File: src/rtl/regfile_pkg.sv
// Shared constants for the integer register file.
package regfile_pkg;
    localparam int          XLEN_DEF   = 32;
    localparam int          REG_ADDR_W = 5;
    localparam int          REG_NUM    = 32;
    localparam logic [31:0] ZERO_WORD  = 32'h0;
    localparam logic [4:0]  REG_X0     = 5'd0;

    // True when an index names the hard-wired zero register.
    function automatic logic is_x0(input logic [REG_ADDR_W-1:0] a);
        return a == REG_X0;
    endfunction
endpackage

File: src/rtl/regfile_if.sv
// Write port from execute, two read ports to decode, and a debug read port.
interface regfile_if #(
    parameter int XLEN   = 32,
    parameter int ADDR_W = 5
) ();
    logic [ADDR_W-1:0] rd_addr_i;
    logic [XLEN-1:0]   rd_data_i;
    logic              rd_wen_i;
    logic [ADDR_W-1:0] rs1_addr_i;
    logic [ADDR_W-1:0] rs2_addr_i;
    logic [XLEN-1:0]   rs1_data_o;
    logic [XLEN-1:0]   rs2_data_o;
    logic [ADDR_W-1:0] dbg_addr_i;
    logic [XLEN-1:0]   dbg_data_o;

    // Pipeline side: drives indices and write data, consumes read data.
    modport master (
        output rd_addr_i, rd_data_i, rd_wen_i, rs1_addr_i, rs2_addr_i, dbg_addr_i,
        input  rs1_data_o, rs2_data_o, dbg_data_o
    );

    // Register file side.
    modport slave (
        input  rd_addr_i, rd_data_i, rd_wen_i, rs1_addr_i, rs2_addr_i, dbg_addr_i,
        output rs1_data_o, rs2_data_o, dbg_data_o
    );
endinterface

File: src/rtl/regfile_rport.sv
// Combinational read-port selector: x0 forces zero, then write-first bypass,
// then the stored value. Tie i_byp_en low for a storage-only view.
module regfile_rport
    import regfile_pkg::*;
#(
    parameter int XLEN    = XLEN_DEF,
    parameter int ADDR_W  = REG_ADDR_W,
    parameter int REG_NUM = regfile_pkg::REG_NUM
) (
    input  logic [ADDR_W-1:0]              i_addr,
    input  logic                           i_byp_en,
    input  logic [ADDR_W-1:0]              i_wr_addr,
    input  logic [XLEN-1:0]                i_wr_data,
    input  logic [REG_NUM-1:0][XLEN-1:0]   i_regs,
    output logic [XLEN-1:0]                o_data
);
    // Priority select: zero register, then in-flight write, then storage.
    always_comb begin
        o_data = i_regs[i_addr];
        if (i_addr == '0)
            o_data = XLEN'(ZERO_WORD);
        else if (i_byp_en && (i_wr_addr == i_addr))
            o_data = i_wr_data;
    end
endmodule

File: src/rtl/regfile.sv
// RV32I integer register file: x1..x31 in flops, x0 hard-wired to zero,
// two combinational write-first read ports and a registered debug port.
module regfile
    import regfile_pkg::*;
#(
    parameter int XLEN    = XLEN_DEF,
    parameter int REG_NUM = regfile_pkg::REG_NUM,
    parameter int ADDR_W  = REG_ADDR_W
) (
    input  logic     clk,
    input  logic     rst,
    regfile_if.slave bus
);
    logic [XLEN-1:0]                 r_regs [1:REG_NUM-1];
    logic [REG_NUM-1:0][XLEN-1:0]    w_regs;
    logic [XLEN-1:0]                 w_dbg;
    logic [XLEN-1:0]                 r_dbg;
    logic [XLEN-1:0]                 w_rs1;
    logic [XLEN-1:0]                 w_rs2;

    // No storage behind index 0; the flat view just shows zero there.
    assign w_regs[0] = '0;

    for (genvar g = 1; g < REG_NUM; g++) begin : g_reg
        // Each register captures the write data when it is the write target; reset wins.
        always_ff @(posedge clk) begin
            if (rst)
                r_regs[g] <= '0;
            else if (bus.rd_wen_i && (bus.rd_addr_i == ADDR_W'(g)))
                r_regs[g] <= bus.rd_data_i;
        end
        assign w_regs[g] = r_regs[g];
    end

    regfile_rport #(.XLEN(XLEN), .ADDR_W(ADDR_W), .REG_NUM(REG_NUM)) u_rs1 (
        .i_addr    (bus.rs1_addr_i),
        .i_byp_en  (bus.rd_wen_i),
        .i_wr_addr (bus.rd_addr_i),
        .i_wr_data (bus.rd_data_i),
        .i_regs    (w_regs),
        .o_data    (w_rs1)
    );

    regfile_rport #(.XLEN(XLEN), .ADDR_W(ADDR_W), .REG_NUM(REG_NUM)) u_rs2 (
        .i_addr    (bus.rs2_addr_i),
        .i_byp_en  (bus.rd_wen_i),
        .i_wr_addr (bus.rd_addr_i),
        .i_wr_data (bus.rd_data_i),
        .i_regs    (w_regs),
        .o_data    (w_rs2)
    );

    // Debug sees committed state only, so the bypass is held off.
    regfile_rport #(.XLEN(XLEN), .ADDR_W(ADDR_W), .REG_NUM(REG_NUM)) u_dbg (
        .i_addr    (bus.dbg_addr_i),
        .i_byp_en  (1'b0),
        .i_wr_addr (bus.rd_addr_i),
        .i_wr_data (bus.rd_data_i),
        .i_regs    (w_regs),
        .o_data    (w_dbg)
    );

    // One-cycle registered debug read.
    always_ff @(posedge clk) begin
        if (rst)
            r_dbg <= '0;
        else
            r_dbg <= w_dbg;
    end

    assign bus.rs1_data_o = w_rs1;
    assign bus.rs2_data_o = w_rs2;
    assign bus.dbg_data_o = r_dbg;
endmodule

File: src/flat_wrapper.sv
// flat-port wrapper written by rule: the top's interface ports become plain ports
module regfile_flat import regfile_pkg::*;
#(
    parameter int XLEN    = XLEN_DEF,
    parameter int REG_NUM = regfile_pkg::REG_NUM,
    parameter int ADDR_W  = REG_ADDR_W
)
  (clk, rst, bus_rd_addr_i, bus_rd_data_i, bus_rd_wen_i, bus_rs1_addr_i, bus_rs2_addr_i, bus_dbg_addr_i, bus_rs1_data_o, bus_rs2_data_o, bus_dbg_data_o);
  regfile_if #(.XLEN(XLEN), .ADDR_W(ADDR_W)) bus_i ();
  input  logic clk;
  input  logic rst;
  input wire logic [$bits(bus_i.rd_addr_i)-1:0] bus_rd_addr_i;
  input wire logic [$bits(bus_i.rd_data_i)-1:0] bus_rd_data_i;
  input wire logic [$bits(bus_i.rd_wen_i)-1:0] bus_rd_wen_i;
  input wire logic [$bits(bus_i.rs1_addr_i)-1:0] bus_rs1_addr_i;
  input wire logic [$bits(bus_i.rs2_addr_i)-1:0] bus_rs2_addr_i;
  input wire logic [$bits(bus_i.dbg_addr_i)-1:0] bus_dbg_addr_i;
  output wire logic [$bits(bus_i.rs1_data_o)-1:0] bus_rs1_data_o;
  output wire logic [$bits(bus_i.rs2_data_o)-1:0] bus_rs2_data_o;
  output wire logic [$bits(bus_i.dbg_data_o)-1:0] bus_dbg_data_o;
  assign bus_i.rd_addr_i = bus_rd_addr_i;
  assign bus_i.rd_data_i = bus_rd_data_i;
  assign bus_i.rd_wen_i = bus_rd_wen_i;
  assign bus_i.rs1_addr_i = bus_rs1_addr_i;
  assign bus_i.rs2_addr_i = bus_rs2_addr_i;
  assign bus_i.dbg_addr_i = bus_dbg_addr_i;
  assign bus_rs1_data_o = bus_i.rs1_data_o;
  assign bus_rs2_data_o = bus_i.rs2_data_o;
  assign bus_dbg_data_o = bus_i.dbg_data_o;
  regfile #(.XLEN(XLEN), .REG_NUM(REG_NUM), .ADDR_W(ADDR_W)) u_core (.clk(clk), .rst(rst), .bus(bus_i));
endmodule
File: config.mk
export PLATFORM = sky130hd
export DESIGN_NAME = regfile_flat
export DESIGN_NICKNAME = d
export VERILOG_FILES = /design/src/rtl/regfile_pkg.sv /design/src/rtl/regfile_if.sv /design/src/rtl/regfile_rport.sv /design/src/rtl/regfile.sv /design/src/flat_wrapper.sv
export SDC_FILE = /design/constraint.sdc
export NUM_CORES = 2
export LEC_CHECK = 0
export ABC_AREA = 0
export CORE_ASPECT_RATIO = 2
export CORE_MARGIN = 5
export CORE_UTILIZATION = 35
export CTS_CLUSTER_DIAMETER = 200
export DETAILED_ROUTE_END_ITERATION = 10
export PLACE_DENSITY = 0.57
export SYNTH_ARGS = -nofsm -noshare
export SYNTH_HDL_FRONTEND = slang
export SYNTH_HIERARCHICAL = 1
export SYNTH_SLANG_ARGS = --single-unit
File: constraint.sdc
create_clock -name clk -period 5 [get_ports clk]
set_input_delay 0.75 -clock clk [delete_from_list [all_inputs] [get_ports clk]]
set_output_delay 0.75 -clock clk [all_outputs]
set_load 0.02 [all_outputs]
==> metrics.csv <==
metric,value,unit
root buffer cell,clkbuf_16,
routed length per instance,40.57,um
die area,197300,um^2
fin util,39.47,%
total track usage,30.87,%
Post-synth ARST share,0,%
largest net degree at the start of global routing,176,
die height,623.3,um
met3 usage,7.336,%
"commonest non-fill, non-tap cell in the layout",nor3_1,
power share of the combinational group,21.4,%
kind of critical path,in -> out,
Cell Rows,225,
routed vias/inst,7.009,
Residual DRC,0,
worst-margin pin slew,2.581,ns
clock slew at reported path FFs,0.07,ns
Netlist cell types,71,
final WL,315100,um
area grow syn2layout,12.44,%
number of cells on the worst reg-to-reg path,6,
Syn. warnings,6,
routability congestion estimate,0.9788,
Detailed Place HPWL,207200,um
first-pass GRT wire length,428200,um
DIE WIDTH,316.6,um
"commonest non-fill, non-tap cells in the layout","nor3_1 (1020), edfxtp_1 (992), mux4_2 (495), mux2i_1 (468), buf_4 (293)",
Multi-input gate area,32200,um^2
FF-to-FF setup slack,2.37,ns
CTS buffer count,92,
clock group share of total power,33.6,%
initial antenna violation count,20,
Overflow after GRT,0,
"crit path setup slack, layout",-0.06243,ns
dominant synthesized flop cell,edfxtp_1,
Core Region,187500,um^2
Critical Path Fanout Max,52,
Sink Count,1024,
minimum clock period,5.062,ns
Hold Path Depth,2,
WHS Endpoint,u_core/bus.dbg_data_o[29]$_SDFF_PP0_,
Max VDD drop,0.2538,mV
CTS resizes,0,
CP Capture Type,output port,
switching share of power,30.81,%
grt met2 use,49.73,%
Fin Clk Skew,0.04164,ns
vias in the first global route,54031,
final hold vios,0,
worst r2r src,u_core/r_regs[0][133]$_SDFFCE_PN0P_,
num ports,151,
Antenna Nets Post-Route,0,
latest clock arrival within the worst-skew pair,0.74,ns
Net Sw Power,0.007041,W
max-slew violation count,57,
Cells after Synth,5081,
failing checks,"slew limit, setup timing",
share of layout cells above drive strength 1,22.84,%
slew margin rel.,-72.52,%
Syn Area/Cell,12.95,um^2
"Seq/Total Area, Yosys",46.23,%
PD cells,308.8,nW/um^2
max-cap viol count,0,
outcome,"complete, but fails checks",
CP Data Required Time,4.25,ns
Layout Cells excl Fill,7767,
Tightest Hold Check Type,in -> reg,
FILL cells,17786,
Via Count,54441,
global route hottest layer,met2,
Max Fclk,197.5,MHz
Pleak,23.57,nW
cts hold-fix bufs,0,
Mapped Area,65810,um^2
worst hold slack,0.6627,ns
Seq pwr share,44.9,%
CTS tree,done,
drt pass-1 iters,6,
nature of the critical path startpoint,primary input,
Post-CTS Setup Inserts,0,
critical path arrival,4.31,ns
Place WS,0.1507,ns
cell internal pwr,0.01581,W
RSZ-0062 raised after global routing,false,
met1 GRT Util,32.65,%
register area,30430,um^2
"flops & latches, synth",1024,
RR Endpoint,u_core/bus.dbg_data_o[5]$_SDFF_PP0_,
Starting Density,35.10,%
Starting DRT DRC Count,6973,
Nets,5230,
Worst Min Path Start,rst,
"EDFF count, synth",992,
H-Tree Depth,3,
period utilization,101.2,%
final setup vio count,1,
clk buf depth,3,
# port buffers,150,
placed cells,7577,
-- flip-flops by register name, summed over array words and instances, names as in the netlist --
| signal | flops |
|---|---|
| u_core/bus.dbg_data_o | 32 |
| u_core/r_regs | 992 |
-- cell usage after synthesis, types with 30 or more instances --
| cell type | count | area share, % |
|---|---|---|
| a211oi_1 | 36 | 0.41 |
| a21oi_1 | 120 | 0.91 |
| a221o_1 | 39 | 0.59 |
| a221oi_1 | 117 | 1.6 |
| a22oi_1 | 99 | 1.1 |
| buf_1 | 41 | 0.23 |
| buf_12 | 30 | 0.91 |
| buf_2 | 167 | 1.3 |
| buf_4 | 34 | 0.39 |
| buf_6 | 62 | 1.1 |
| clkbuf_1 | 230 | 1.3 |
| clkinv_1 | 41 | 0.23 |
| dfxtp_1 | 32 | 0.97 |
| edfxtp_1 | 992 | 45 |
| mux2_2 | 45 | 0.77 |
| mux2i_1 | 468 | 7.1 |
| mux4_2 | 495 | 17 |
| nand2_1 | 125 | 0.71 |
| nand3_1 | 77 | 0.59 |
| nand3b_1 | 72 | 0.82 |
| nor2_1 | 40 | 0.23 |
| nor2b_1 | 64 | 0.61 |
| nor3_1 | 1020 | 7.8 |
| nor3_2 | 41 | 0.62 |
| o21ai_0 | 102 | 0.78 |
| o22ai_1 | 51 | 0.48 |
| or3b_2 | 37 | 0.49 |
-- how the worst max path moves through the flow --
stage,start,end,slack [ns]
6_report,bus_rs2_addr_i[2],bus_rs2_data_o[15],-0.06
5_1_grt,bus_rs2_addr_i[2],bus_rs2_data_o[15],0.09
4_1_cts,bus_rs2_addr_i[2],bus_rs2_data_o[15],0.15
3_5_place_dp,bus_rs2_addr_i[2],bus_rs2_data_o[15],0.15
3_3_place_gp,bus_rs2_addr_i[0],bus_rs2_data_o[15],0.06
2_1_floorplan,bus_rd_addr_i[1],u_core/r_regs[0][608]$_SDFFCE_PN0P_,1.34
-- metal layers --
metal  part of all wire [%]  up-vias
met5                  0.020        -
met4                     13       10
met3                     11     1667
met2                     46     4489
met1                     30    27291
li1                       -    20984
-- cells by family (layout without fill, tap and decap cells) --
family | count (synthesis) | in the layout | synth area share, %
buf+inv | 629 | 703 | 5.958
mux | 1032 | 1032 | 25.78
flops | 1024 | 1024 | 46.23
other cells | 1 | 116 | 0.005698
simple gates | 1599 | 1599 | 13.19
xor+xnor | 15 | 15 | 0.1996
compound gates | 781 | 781 | 8.623
-- final cells by class --
type | instances | area share (%)
Sequential cell | 1024 | 41.12
Antenna cell | 17 | 0.05749
Timing Repair Buffer | 490 | 6.672
Multi-Input combinational cell | 3526 | 43.52
Tap cell | 2497 | 4.222
Clock inverter | 59 | 0.9452
Clock buffer | 113 | 3.258
Inverter | 41 | 0.2080
-- critical path: stages --
cell and delay (ns):
buf_4 0.30, buf_12 0.44, or3b_2 0.66, o22ai_1 0.29, nor4_1 0.13, nor4b_1 1.19, nor2_1 0.11, buf_4 0.23
buf_12 0.14
-- per-stage QoR --
| step | TNS (ns) | area [um^2] | total power (W) |
|---|---|---|---|
| floorplan | 0 | 66180 | 0.01306 |
| global placement | 0 | 70830 | 0.01510 |
| detailed placement | 0 | 70830 | 0.01517 |
| CTS | 0 | 73940 | 0.02271 |
| global route | 0 | 73960 | 0.02327 |
| finish | -0.06243 | 74000 | 0.02285 |
-- power by group through the flow --
stage	clock [W]	sequential [W]	combinational [W]
floorplan	0	0.0103	0.00271
global placement	0	0.0104	0.00470
global route	0.00803	0.0103	0.00491
CTS	0.00772	0.0103	0.00473
detailed placement	0	0.0105	0.00472
finish	0.00769	0.0103	0.00490
No activity file was read; power rests on OpenSTA's default activity.
